--- config.mk ---
export PLATFORM = sky130hd
export DESIGN_NAME = data_mem_pipe
export DESIGN_NICKNAME = d
export VERILOG_FILES = /design/src/rtl/data_mem_pipe.sv
export SDC_FILE = /design/constraint.sdc
export NUM_CORES = 2
export LEC_CHECK = 0
export BUFFER_PORTS_ARGS = -buffer_cell sky130_fd_sc_hd__clkbuf_2
export CAP_MARGIN = 10
export CORE_ASPECT_RATIO = 1.75
export CORE_UTILIZATION = 23
export DETAILED_ROUTE_END_ITERATION = 16
export SLEW_MARGIN = 40
export SYNTH_ARGS = -nofsm -noshare
export SYNTH_HDL_FRONTEND = slang
export SYNTH_SLANG_ARGS = --single-unit
--- constraint.sdc ---
create_clock -name clk -period 8.17 [get_ports clk]
set_input_delay 0.817 -clock clk [delete_from_list [all_inputs] [get_ports clk]]
set_output_delay 0.817 -clock clk [all_outputs]
set_load 0.01 [all_outputs]
--- src/rtl/data_mem_pipe.sv ---
// -----------------------------------------------------------------------------
// data_mem_pipe
//   Byte-addressable RV32I-style data memory with a fixed-latency response
//   pipeline. After reset the array is cleared one word per cycle (INIT), then
//   loads and stores are accepted one per cycle (RUN). Each accepted request
//   yields exactly one response LAT cycles later, in request order.
//
// Parameters
//   XLEN   data / address width in bits
//   DEPTH  memory depth in XLEN-bit words (power of two, 4..4096)
//   LAT    request-acceptance to rsp_valid latency in cycles (1..4)
//
// Ports
//   clk         clock, all state changes on its rising edge
//   rst         asynchronous active-low reset
//   req_valid   request present
//   req_ready   block accepts a request this cycle (high only in RUN)
//   req_we      1 = store, 0 = load
//   req_funct3  size code: 000 B, 001 H, 010 W, 100 BU, 101 HU
//   req_addr    byte address
//   req_wdata   store data, low bytes used per size
//   rsp_valid   one-cycle response strobe per accepted request
//   rsp_data    extended load result (0 for stores, errors and idle cycles)
//   rsp_err     accepted request was illegal and had no effect
// -----------------------------------------------------------------------------
module data_mem_pipe #(
   parameter int XLEN  = 32,
   parameter int DEPTH = 64,
   parameter int LAT   = 1
) (
   input  logic            clk,
   input  logic            rst,
   input  logic            req_valid,
   output logic            req_ready,
   input  logic            req_we,
   input  logic [2:0]      req_funct3,
   input  logic [XLEN-1:0] req_addr,
   input  logic [XLEN-1:0] req_wdata,
   output logic            rsp_valid,
   output logic [XLEN-1:0] rsp_data,
   output logic            rsp_err
);

   localparam int AW = $clog2(DEPTH);

   localparam logic [2:0] F3_B  = 3'b000;
   localparam logic [2:0] F3_H  = 3'b001;
   localparam logic [2:0] F3_W  = 3'b010;
   localparam logic [2:0] F3_BU = 3'b100;
   localparam logic [2:0] F3_HU = 3'b101;

   typedef enum logic {ST_INIT, ST_RUN} state_t;

   state_t          state_q, state_d;
   logic [AW-1:0]   clr_cnt_q, clr_cnt_d;

   logic            pipe_valid_q [LAT];
   logic            pipe_valid_d [LAT];
   logic [XLEN-1:0] pipe_data_q  [LAT];
   logic [XLEN-1:0] pipe_data_d  [LAT];
   logic            pipe_err_q   [LAT];
   logic            pipe_err_d   [LAT];

   logic [XLEN-1:0] mem_q [DEPTH];

   // Request decode
   logic            accept;
   logic [AW-1:0]   word_idx;
   logic [1:0]      lane;
   logic            addr_oob;
   logic            size_bad;
   logic            illegal;

   // Memory write/read paths
   logic            clr_en;
   logic            st_en;
   logic [3:0]      st_be;
   logic [XLEN-1:0] st_word;
   logic [XLEN-1:0] rd_word;
   logic [7:0]      rd_byte;
   logic [15:0]     rd_half;
   logic [XLEN-1:0] ld_val;

   // --------------------------------------------------------------------------
   // FSM next state: clear counter walks 0..DEPTH-1, then RUN.
   // --------------------------------------------------------------------------
   always_comb begin
      // NOTE: every signal gets a default first so no path leaves it unassigned,
      // which would otherwise infer a latch.
      state_d   = state_q;
      clr_cnt_d = clr_cnt_q;
      req_ready = 1'b0;
      clr_en    = 1'b0;
      case (state_q)
         ST_INIT: begin
            clr_en    = 1'b1;
            clr_cnt_d = clr_cnt_q + 1'b1;
            if (clr_cnt_q == AW'(DEPTH - 1)) begin
               state_d   = ST_RUN;
               clr_cnt_d = '0;
            end
         end
         ST_RUN: req_ready = 1'b1;
         default: state_d = ST_INIT;
      endcase
   end

   // --------------------------------------------------------------------------
   // Request decode, store lane enables and load extension.
   // --------------------------------------------------------------------------
   always_comb begin
      accept   = req_valid && req_ready;
      word_idx = req_addr[AW+1:2];
      lane     = req_addr[1:0];
      // Any address bit above the word index means the byte address is past
      // the end of the array (DEPTH is a power of two).
      addr_oob = (req_addr >> (AW + 2)) != '0;

      size_bad = 1'b1;
      st_be    = 4'b0000;
      st_word  = req_wdata;
      case (req_funct3)
         F3_B: begin
            size_bad = 1'b0;
            st_be    = 4'b0001 << lane;
            st_word  = {(XLEN/8){req_wdata[7:0]}};
         end
         F3_H: begin
            size_bad = lane[0];
            st_be    = 4'b0011 << lane;
            st_word  = {(XLEN/16){req_wdata[15:0]}};
         end
         F3_W: begin
            size_bad = lane != 2'b00;
            st_be    = 4'b1111;
         end
         // Unsigned sizes exist only for loads.
         F3_BU:   size_bad = req_we;
         F3_HU:   size_bad = req_we | lane[0];
         default: size_bad = 1'b1;
      endcase
      illegal = size_bad | addr_oob;
      st_en   = accept && req_we && !illegal;

      // Combinational read so a load right after a store to the same word
      // sees the data written at the previous edge.
      rd_word = mem_q[word_idx];
      rd_byte = rd_word[{lane, 3'b000} +: 8];
      rd_half = rd_word[{lane[1], 4'b0000} +: 16];
      case (req_funct3)
         F3_B:    ld_val = {{(XLEN-8){rd_byte[7]}}, rd_byte};
         F3_H:    ld_val = {{(XLEN-16){rd_half[15]}}, rd_half};
         F3_BU:   ld_val = {{(XLEN-8){1'b0}}, rd_byte};
         F3_HU:   ld_val = {{(XLEN-16){1'b0}}, rd_half};
         default: ld_val = rd_word;
      endcase
   end

   // --------------------------------------------------------------------------
   // Response pipeline: stage 0 captures at the acceptance edge, the last stage
   // drives the outputs. Data and error are zero whenever the stage is empty.
   // --------------------------------------------------------------------------
   always_comb begin
      for (int i = 0; i < LAT; i++) begin
         if (i == 0) begin
            pipe_valid_d[i] = accept;
            pipe_err_d[i]   = accept && illegal;
            pipe_data_d[i]  = (accept && !illegal && !req_we) ? ld_val : '0;
         end else begin
            pipe_valid_d[i] = pipe_valid_q[i-1];
            pipe_err_d[i]   = pipe_err_q[i-1];
            pipe_data_d[i]  = pipe_data_q[i-1];
         end
      end
   end

   assign rsp_valid = pipe_valid_q[LAT-1];
   assign rsp_data  = pipe_data_q[LAT-1];
   assign rsp_err   = pipe_err_q[LAT-1];

   // --------------------------------------------------------------------------
   // Control and pipeline registers.
   // --------------------------------------------------------------------------
   always_ff @(posedge clk or negedge rst) begin
      if (!rst) begin
         state_q   <= ST_INIT;
         clr_cnt_q <= '0;
         for (int i = 0; i < LAT; i++) begin
            pipe_valid_q[i] <= 1'b0;
            pipe_err_q[i]   <= 1'b0;
            pipe_data_q[i]  <= '0;
         end
      end else begin
         // NOTE: non-blocking assignments so every register samples the values
         // from before this edge, independent of statement order.
         state_q   <= state_d;
         clr_cnt_q <= clr_cnt_d;
         for (int i = 0; i < LAT; i++) begin
            pipe_valid_q[i] <= pipe_valid_d[i];
            pipe_err_q[i]   <= pipe_err_d[i];
            pipe_data_q[i]  <= pipe_data_d[i];
         end
      end
   end

   // --------------------------------------------------------------------------
   // Memory array.
   // NOTE: no reset term; contents are defined by the INIT sweep, which keeps
   // the array mappable onto RAM macros.
   // --------------------------------------------------------------------------
   always_ff @(posedge clk) begin
      if (clr_en) begin
         mem_q[clr_cnt_q] <= '0;
      end else if (st_en) begin
         for (int b = 0; b < 4; b++) begin
            if (st_be[b]) mem_q[word_idx][8*b +: 8] <= st_word[8*b +: 8];
         end
      end
   end

endmodule

==> impl_metrics.tcl <==
set metrics [dict create \
    status "completed" \
    final_area_mm2 0.0946 \
    synthesis.nets 4029 \
    setup_tns_ps 0 \
    relSlewSlack 0.368 \
    fin_crit_ps 4840 \
    tritoncts "built" \
    numCtsBuffers 173 \
    track_usage 0.130 \
    drt-total-wl_um 239000 \
    syn_to_final_growth_pct 15.2 \
    path_depth 10 \
    ys_warn_count 0 \
    dpl_worst_slack_ps 2530 \
    numClockSinks 2089 \
    first_pass_iters 6 \
    reg2reg_depth 7 \
    hold_path_class "in -> reg" \
    reg2reg_slack_ps 3930 \
    cap_violations 0 \
    drc_errors 0 \
    cp_max_fo 25 \
    vias 40500 \
    power-per-cell-area_mw_per_mm2 220 \
    fin_ws_ps 3330 \
    wire_per_inst_um 26.7 \
    critical-path-top-delay-family "simple AND/OR/NAND/NOR gates" \
    fmax_mhz 207 \
    synth_edf_count 2048 \
    synth-main-ff-cell "edfxtp_1" \
    die_h_um 792 \
    synth_cells 3957 \
    crit_end "mem_q[31][9]$_DFFE_PP_" \
    placed_area_mm2 0.0887 \
    worst_pin_slew_ps 943 \
    rows 289 \
    dpl.hpwl_um 161000 \
    cts_root_buf "clkbuf_16" \
    arrival_ps 5260 \
    synthArstFlopShare 0.0196 \
    dp.cells 8596 \
    worstSkewPairLatency_ps 840 \
    synth_top_area_share 0.749 \
    htreeDepth 4 \
    instances_no_fill 8924 \
    ir_drop_uv 152 \
    worst-path-buf-inv 2 \
    setup.worst_path.class "in -> reg" \
    place.gp.congestion 0.876 \
    cp-startpoint "req_funct3[0]" \
    cp.required_ps 8590 \
    ys_seq_elements 2089 \
    nNetsFinal 4194 \
    netlist_top_cells_count "edfxtp_1 (2048), mux4_2 (501), nor2_1 (313)" \
    post_cts_buffers 0 \
    fin_skew_ps 64.2 \
    critPathLaunchType "input pin" \
    synth_top_area_cell "edfxtp_1" \
    first_global_vias 42300 \
    synthTopCellsByArea "edfxtp_1 (75%), mux4_2 (14%), mux2i_1 (1.8%)" \
    r2r-start "state_q$_DFF_PN0_" \
    clkTransAtPathRegs_ps 70 \
    r2r-end "mem_q[24][21]$_DFFE_PP_" \
    drv_slew 0 \
    setup_viol 0 \
    floorplan.initialDensity 0.231 \
    synth-seq-area-share 0.761 \
    synth_cell_types 66 \
    crit_path_max_incr_delay_ps 730 \
    die-area_mm2 0.359 \
    pin_count 106 \
    vias_per_cell 4.54 \
    rsz0062_at_grt "false" \
    drt-initial-drc-count 4080 \
    p_total_w 0.0208 \
    ant_nets 0 \
    avgSynthCellArea_um2 20.8 \
    drive_above_1_share 0.258 \
    antenna_found_initial 27 \
    final.period_utilization 0.592 \
    core_area_mm2 0.355 \
    port_buffers 105 \
    synth_area_mm2 0.0821 \
    power_leakage_nw 23.8 \
    cts_buffer_depth 4 \
    synth_most_common_cell "edfxtp_1" \
    grt_start_max_net_pins 133 \
    path_cells "clkbuf_2, o21ai_0, nand4_1, nor3_1, and3_1, nand3_1, nand2_1, nand2_2, buf_4, nor2_1" \
    grt-ovfl-total 0 \
    crit_slowest_cell "and3_1" \
    grt_pass1_wl_um 330000 \
    crit_path_end_kind "flop" \
    finalHoldViolCount 0 \
    die_w_um 454 \
]
## layout by cell type, fill, tap and decap left out, types with 7 or more instances in the layout
cell type,netlist,routed
a21oi_4,0,16
and2_2,0,9
clkinv_1,1,34
nor2_1,313,303
clkbuf_16,0,175
mux4_2,501,501
a22oi_1,68,68
nor2_2,0,8
o21ai_1,7,7
dfrtp_1,41,41
o22ai_1,33,33
clkbuf_1,101,16
buf_6,34,15
a31oi_1,28,27
clkinv_2,0,27
clkbuf_2,0,99
edfxtp_1,2048,2048
a21oi_1,57,41
nor3_1,14,13
nand2_2,0,7
nand2_1,159,150
mux2_2,17,17
buf_12,2,19
nand2b_1,16,15
nand4_1,8,8
clkinvlp_4,0,20
bufinv_16,0,24
o221ai_1,37,36
diode_2,0,14
mux2i_1,145,145
a221oi_1,17,14
or2_2,8,8
nand3_1,28,27
o21ai_0,34,28
buf_4,29,83
a211oi_4,0,9
a211oi_1,20,11
## through the flow
step | hold slack [ps] | utilization
after global placement | 603 | 0.249
after CTS | 407 | 0.266
final | 438 | 0.267
after floorplan | 521 | -
after detailed placement | 623 | 0.250
after global routing | 466 | 0.267
## power by group
part	internal [W]	switching [W]	total (W)
logic	0.000210	0.000445	0.000655
clock network	0.00470	0.00387	0.00857
registers	0.0116	0	0.0116
## how the worst min path moves through the flow
stage / to / slack, ps / startpoint / cells after the start
floorplan: clr_cnt_q[0]$_DFFE_PN0N_ / 520 / rst / 0
global placement: clr_cnt_q[1]$_DFFE_PN0N_ / 600 / clr_cnt_q[1]$_DFFE_PN0N_ / 1
detailed placement: clr_cnt_q[1]$_DFFE_PN0N_ / 620 / clr_cnt_q[1]$_DFFE_PN0N_ / 1
CTS: rsp_valid$_DFF_PN0_ / 410 / req_valid / 2
global route: rsp_valid$_DFF_PN0_ / 470 / req_valid / 2
finish: rsp_valid$_DFF_PN0_ / 440 / req_valid / 2
## layout make-up
type,count,area [um^2]
fill,34900,260000
inverter,5,21.3
clock inverter,116,1250
antenna,14,35.0
multi-input combinational,1626,18700
sequential,2089,62500
tap,4656,5830
timing repair buffer,227,1800
clock buffer,191,4440
## routing by layer
| metal | share of wire | track usage |
|---|---|---|
| met1 | 0.33 | 0.133 |
| met4 | 0.077 | 0.0871 |
| met2 | 0.53 | 0.239 |
| met3 | 0.063 | 0.0224 |
| met5 | 0.00049 | 0 |
## timing repair
action | CTS | global route
hold endpoints to repair | 12 | 0
gates resized for setup | 0 | 0
endpoints found under the setup margin | 0 | 0
hold buffers | 1 | 0
## worst register-to-register path: stages, from the launching register on
cell and delay, ps:
dfrtp_1 360, buf_4 220, and2_0 330, and3_1 480, o31ai_1 590, nand2_2 600
buf_4 550, nor2_1 740
## registers in the layout, indices dropped and copies added, names as in the netlist
signal	cells
rsp_data	32
clr_cnt_q	6
mem_q	2048
rsp_valid	1
rsp_err	1
state_q	1
## cell families after synthesis
logic type / Yosys count / share of synthesized area
xor+xnor: 4 / 0.000427
buf+inv: 242 / 0.0177
flops: 2089 / 0.761
simple gates: 600 / 0.0311
compound gates: 353 / 0.0302
mux: 668 / 0.159
fa+ha+maj: 1 / 0.000152
No activity file was read; power rests on OpenSTA's default activity.
